File: config.mk
export PLATFORM = sky130hd
export DESIGN_NAME = ysyx_23060187_mem_arbiter
export DESIGN_NICKNAME = d
export VERILOG_FILES = /design/src/rtl/ysyx_23060187_mem_arbiter.sv
export SDC_FILE = /design/constraint.sdc
export NUM_CORES = 1
export LEC_CHECK = 0
export CAP_MARGIN = 20
export CORE_MARGIN = 3
export CORE_UTILIZATION = 40
export DETAILED_ROUTE_END_ITERATION = 16
export PLACE_DENSITY = 0.87
export SLEW_MARGIN = 5
export SYNTH_ARGS = -nofsm -noshare
export SYNTH_HDL_FRONTEND = slang
export SYNTH_SLANG_ARGS = --single-unit
export TNS_END_PERCENT = 20
File: constraint.sdc
create_clock -name clk -period 2.6 [get_ports clk]
set_input_delay 0.52 -clock clk [delete_from_list [all_inputs] [get_ports clk]]
set_output_delay 0.52 -clock clk [all_outputs]
set_load 0.005 [all_outputs]
File: src/rtl/ysyx_23060187_mem_arbiter.sv
// Round-robin arbiter giving the IFU (m0) and the LSU (m1) turns on the single data-memory port.
// Only one transaction is in flight at a time, and a slave that never answers gets an error response after TIMEOUT cycles.
module ysyx_23060187_mem_arbiter #(
  parameter int unsigned TIMEOUT = 255,
  parameter int unsigned ADDR_W  = 32
) (
  input  logic              clk,
  input  logic              rst,

  input  logic              m0_req_valid,
  output logic              m0_req_ready,
  input  logic [ADDR_W-1:0] m0_addr,
  output logic              m0_resp_valid,
  input  logic              m0_resp_ready,
  output logic [31:0]       m0_rdata,
  output logic              m0_err,

  input  logic              m1_req_valid,
  output logic              m1_req_ready,
  input  logic [ADDR_W-1:0] m1_addr,
  input  logic              m1_wen,
  input  logic [31:0]       m1_wdata,
  input  logic [3:0]        m1_wmask,
  output logic              m1_resp_valid,
  input  logic              m1_resp_ready,
  output logic [31:0]       m1_rdata,
  output logic              m1_err,

  output logic              s_req_valid,
  input  logic              s_req_ready,
  output logic [ADDR_W-1:0] s_addr,
  output logic              s_wen,
  output logic [31:0]       s_wdata,
  output logic [3:0]        s_wmask,
  input  logic              s_resp_valid,
  output logic              s_resp_ready,
  input  logic [31:0]       s_rdata
);

  localparam int unsigned DATA_W = 32;
  localparam int unsigned MASK_W = 4;
  localparam int unsigned CNT_W  = 16;
  localparam logic [CNT_W-1:0] CNT_LAST = CNT_W'(TIMEOUT - 1);

  typedef struct packed {
    logic [ADDR_W-1:0] addr;
    logic              wen;
    logic [DATA_W-1:0] wdata;
    logic [MASK_W-1:0] wmask;
  } req_t;

  typedef enum logic [1:0] {
    IDLE      = 2'd0,
    SREQ      = 2'd1,
    WAIT_RESP = 2'd2,
    MRESP     = 2'd3
  } state_t;

  state_t            state, state_nxt;
  logic              grant, last_grant;
  logic              grant_nxt;
  logic              accept;
  logic              resp_ack;
  logic              timeout;
  logic [CNT_W-1:0]  cnt;
  req_t              req_q;
  logic [DATA_W-1:0] rdata_q;
  logic              err_q;

  // When both masters request, grant the one that did not win last time.
  always_comb begin
    grant_nxt = 1'b0;
    if (m0_req_valid && m1_req_valid) begin
      grant_nxt = ~last_grant;
    end else if (m1_req_valid) begin
      grant_nxt = 1'b1;
    end
  end

  assign timeout  = (cnt == CNT_LAST);
  assign resp_ack = grant ? m1_resp_ready : m0_resp_ready;

  always_ff @(posedge clk or negedge rst) begin
    if (!rst) begin
      state <= IDLE;
    end else begin
      state <= state_nxt;
    end
  end

  always_comb begin
    state_nxt     = state;
    accept        = 1'b0;
    m0_req_ready  = 1'b0;
    m1_req_ready  = 1'b0;
    s_req_valid   = 1'b0;
    s_resp_ready  = 1'b0;
    m0_resp_valid = 1'b0;
    m1_resp_valid = 1'b0;
    case (state)
      IDLE: begin
        // Any late s_resp_valid from an abandoned (timed-out) transaction is swallowed here.
        s_resp_ready = 1'b1;
        if (rst && (m0_req_valid || m1_req_valid)) begin
          accept       = 1'b1;
          m0_req_ready = ~grant_nxt;
          m1_req_ready = grant_nxt;
          state_nxt    = SREQ;
        end
      end
      SREQ: begin
        s_req_valid = 1'b1;
        if (s_req_ready) state_nxt = WAIT_RESP;
      end
      WAIT_RESP: begin
        s_resp_ready = 1'b1;
        if (s_resp_valid || timeout) state_nxt = MRESP;
      end
      MRESP: begin
        m0_resp_valid = ~grant;
        m1_resp_valid = grant;
        if (resp_ack) state_nxt = IDLE;
      end
      default: state_nxt = IDLE;
    endcase
  end

  // Latched request and response, plus the WAIT_RESP timeout counter.
  always_ff @(posedge clk or negedge rst) begin
    if (!rst) begin
      grant      <= 1'b0;
      last_grant <= 1'b1;
      cnt        <= '0;
      req_q      <= '0;
      rdata_q    <= '0;
      err_q      <= 1'b0;
    end else begin
      if (accept) begin
        grant      <= grant_nxt;
        last_grant <= grant_nxt;
        if (grant_nxt) begin
          req_q.addr  <= m1_addr;
          req_q.wen   <= m1_wen;
          req_q.wdata <= m1_wdata;
          req_q.wmask <= m1_wmask;
        end else begin
          req_q.addr  <= m0_addr;
          req_q.wen   <= 1'b0;
          req_q.wdata <= '0;
          req_q.wmask <= '0;
        end
      end
      if (state == SREQ && s_req_ready) begin
        cnt <= '0;
      end
      if (state == WAIT_RESP) begin
        // A real response in the same cycle as the limit takes priority over the error.
        if (s_resp_valid) begin
          rdata_q <= s_rdata;
          err_q   <= 1'b0;
        end else if (timeout) begin
          rdata_q <= '0;
          err_q   <= 1'b1;
        end else begin
          cnt <= cnt + CNT_W'(1);
        end
      end
    end
  end

  assign s_addr   = req_q.addr;
  assign s_wen    = req_q.wen;
  assign s_wdata  = req_q.wdata;
  assign s_wmask  = req_q.wmask;
  assign m0_rdata = rdata_q;
  assign m1_rdata = rdata_q;
  assign m0_err   = err_q;
  assign m1_err   = err_q;

endmodule

==> metrics.cfg <==
[yosys]
async_flop_share_pct=100.0
seq_area_frac_synth_pct=54.62
synth_commonest_cells=dfrtp_1 (121), nand2_1 (117), o21ai_0 (72)
yosysTopAreaCell=dfrtp_1
synth_ff_type=dfrtp_1
netlist.area_leader.share_pct=54.15
ys_ff_latch=122
synth_cells=544
synth_edf_count=0
syn_area_per_cell_um2=10.28
synth_nets=691
syn_area_um2=5592
yosysMostFrequentCell=dfrtp_1
netlist_top_cells_area=dfrtp_1 (54%), nand2_1 (7.9%), mux2i_1 (6.6%), o21ai_0 (6.4%), a22o_1 (5.0%)
ys_warn_count=0
ys_types=42

[timing]
setup_violations=0
fin_skew_ns=0.008182
slew_viol_final=0
rsz0062_at_grt=no
fin_tns_setup_ns=0
period_share_pct=96.79
relSlewSlack_pct=40.83
fin_crit_ns=2.517
worstMarginPinSlew_ns=0.8843
max_clock_freq_ghz=0.3974
hold_viol=0

[worst_hold_path]
hold_class=input port to async pin

[global_route]
antenna_found_initial=0
grt_pass1_wl_um=26230
grtUsageTotal_pct=21.08
grt_pass1_vias=5071
grt_start_max_net_pins=123
grt-ovfl-total=0

[routing]
drcViolationCount=0
avgRoutedWirePerCell_um=16.44
drt-initial-drc-count=239
via_count=5014
firstDrtPassIters=6
via_per_inst=5.122
routed_wl_um=16100
detail-route-antenna-nets=0

[setup_path]
path_buf_inv=2
worst_path_largest_cell_delay_ns=0.47
path_cells=inv_1 -> ha_1 -> or2_2 -> clkdlybuf4s50_1
crit_fanout=6
cp.arrival_ns=2.00
critPathRequiredTime_ns=2.08
endpoint_kind=primary output
worst_path_max_delay_cell=clkdlybuf4s50_1
setup.worst_path.start_class=register
cp_top_family=buffers and inverters
critPathKind=register to primary output

[final_layout]
syn_to_final_growth_pct=60.42
multi_input_area_um2=2132
finalInstanceArea_um2=8970
seq_area_um2=3054
final_cell_count_no_fill=979
fillers=1047
num_antenna_cells=0
final_layout_size_suffix_gt1_share_pct=6.974
num-nets-final=937

[clock_tree]
clock_sinks=122
cts_buffers=17
ctsHoldBuffers=0
clkLatencyLatePin_ns=0.41
cts_tree=built
cts_buffer_depth=2
cts_root_buffer=clkbuf_16
htreeDepth=4
path_clk_slew_ns=0.05

[floorplanning]
placementRows=42
start_util_pct=41.56
die_y_um=124.2
die_w_um=124.2
core_um2=13450
pin_count=282
dieArea_um2=15430

[place]
gp_congestion=0.8589
dp.cells=945
dp_hpwl_um=11870
io_buffers=281
dpl_cell_area_um2=8343

[power_and_ir_drop]
p_leak_nw=3.956
ir_drop_mv=0.6111
p_total_mw=9.452
power_density_nw_per_um2=1054

[run_status]
status=completed

[flow_run]
cap_violations=0

==> power breakdown <==
group / internal, mW / switching (mW) / total [mW]
clock network: 1.61 / 0.798 / 2.41
logic: 2.41 / 1.42 / 3.84
registers: 2.69 / 0.522 / 3.21
==> per-layer routing <==
metal | wire [um] | vias up | track usage [%]
met2 | 8005 | 230 | 34.89
met5 | 0 | - | 0
li1 | - | 2372 | -
met4 | 326 | 0 | 8.382
met1 | 6206 | 2383 | 24.66
met3 | 1558 | 29 | 8.162
==> through the flow <==
| stage | setup WS [ns] | util, % | hold WS (ns) |
|---|---|---|---|
| global placement | 0.1632 | 62.02 | 0.4601 |
| floorplan | 0.4828 | - | 0.2244 |
| detailed placement | 0.1496 | 62.02 | 0.4691 |
| global route | 0.00009570 | 66.68 | 0.3457 |
| CTS | 0.02095 | 66.55 | 0.3135 |
| finish | 0.08335 | 66.68 | 0.2958 |
==> final timing paths <==
| path | cells past startpoint | slack (ns) | end | from |
|---|---|---|---|---|
| setup / recovery | 4 | 0.08 | s_resp_ready | state[0] |
| hold / removal | 2 | 0.30 | s_addr[28] | rst |
| setup reg to reg | 6 | 0.34 | cnt[0] | cnt[0] |
| hold reg to reg | 2 | 0.47 | s_wdata[24] | s_wdata[24] |
| max in group asynchronous | 2 | 1.86 | s_addr[25] | rst |
| min in group clk | 2 | 0.47 | s_wdata[24] | s_wdata[24] |
==> timing repair <==
action	4_1_cts	5_1_grt
gates resized for setup	0	1
setup buffers	0	2
setup endpoints to repair	0	2
==> flip-flops by register name, summed over array words and instances, names as in the netlist <==
signal,count
m0_rdata,32
s_addr,32
s_wdata,32
cnt,16
s_wmask,4
state,2
grant,1
last_grant,1
m0_err,1
s_wen,1
==> cell type report <==
cell class / count / share of cell area (%)
Sequential cell: 122 / 34.05
Clock buffer: 26 / 5.566
Clock inverter: 6 / 1.228
Multi-Input combinational cell: 347 / 23.77
Timing Repair Buffer: 295 / 32.64
Inverter: 7 / 0.2929
Tap cell: 176 / 2.455
==> kinds of logic (layout without fill, tap and decap cells) <==
logic type	Yosys count	in the layout	share of synthesized area, %
multiplexers	40	40	7.228
AND/OR/NAND/NOR	172	172	14.16
adder cells (fa/ha/maj)	6	6	1.343
XOR/XNOR	2	2	0.3133
flip-flops	122	122	54.62
AO/OA/AOI/OAI	127	127	14.92
buffers and inverters	75	334	7.406
==> cell usage in the layout (no fill, tap or decap), drive strengths merged, types with 4 or more instances in the layout <==
cell / synthesis / routed
or4: 5 / 5
ha: 6 / 6
inv: 7 / 7
a21o: 4 / 4
and2: 7 / 7
nor2: 5 / 5
clkdlybuf4s50: 0 / 280
dfrtp: 121 / 121
a221o: 7 / 7
nand3: 5 / 5
buf: 39 / 15
nand2: 117 / 117
a22o: 32 / 32
nor4: 9 / 9
clkbuf: 29 / 26
o21ai: 73 / 73
nor3: 7 / 7
mux2i: 37 / 37
Power figures use the tool's default switching activity.
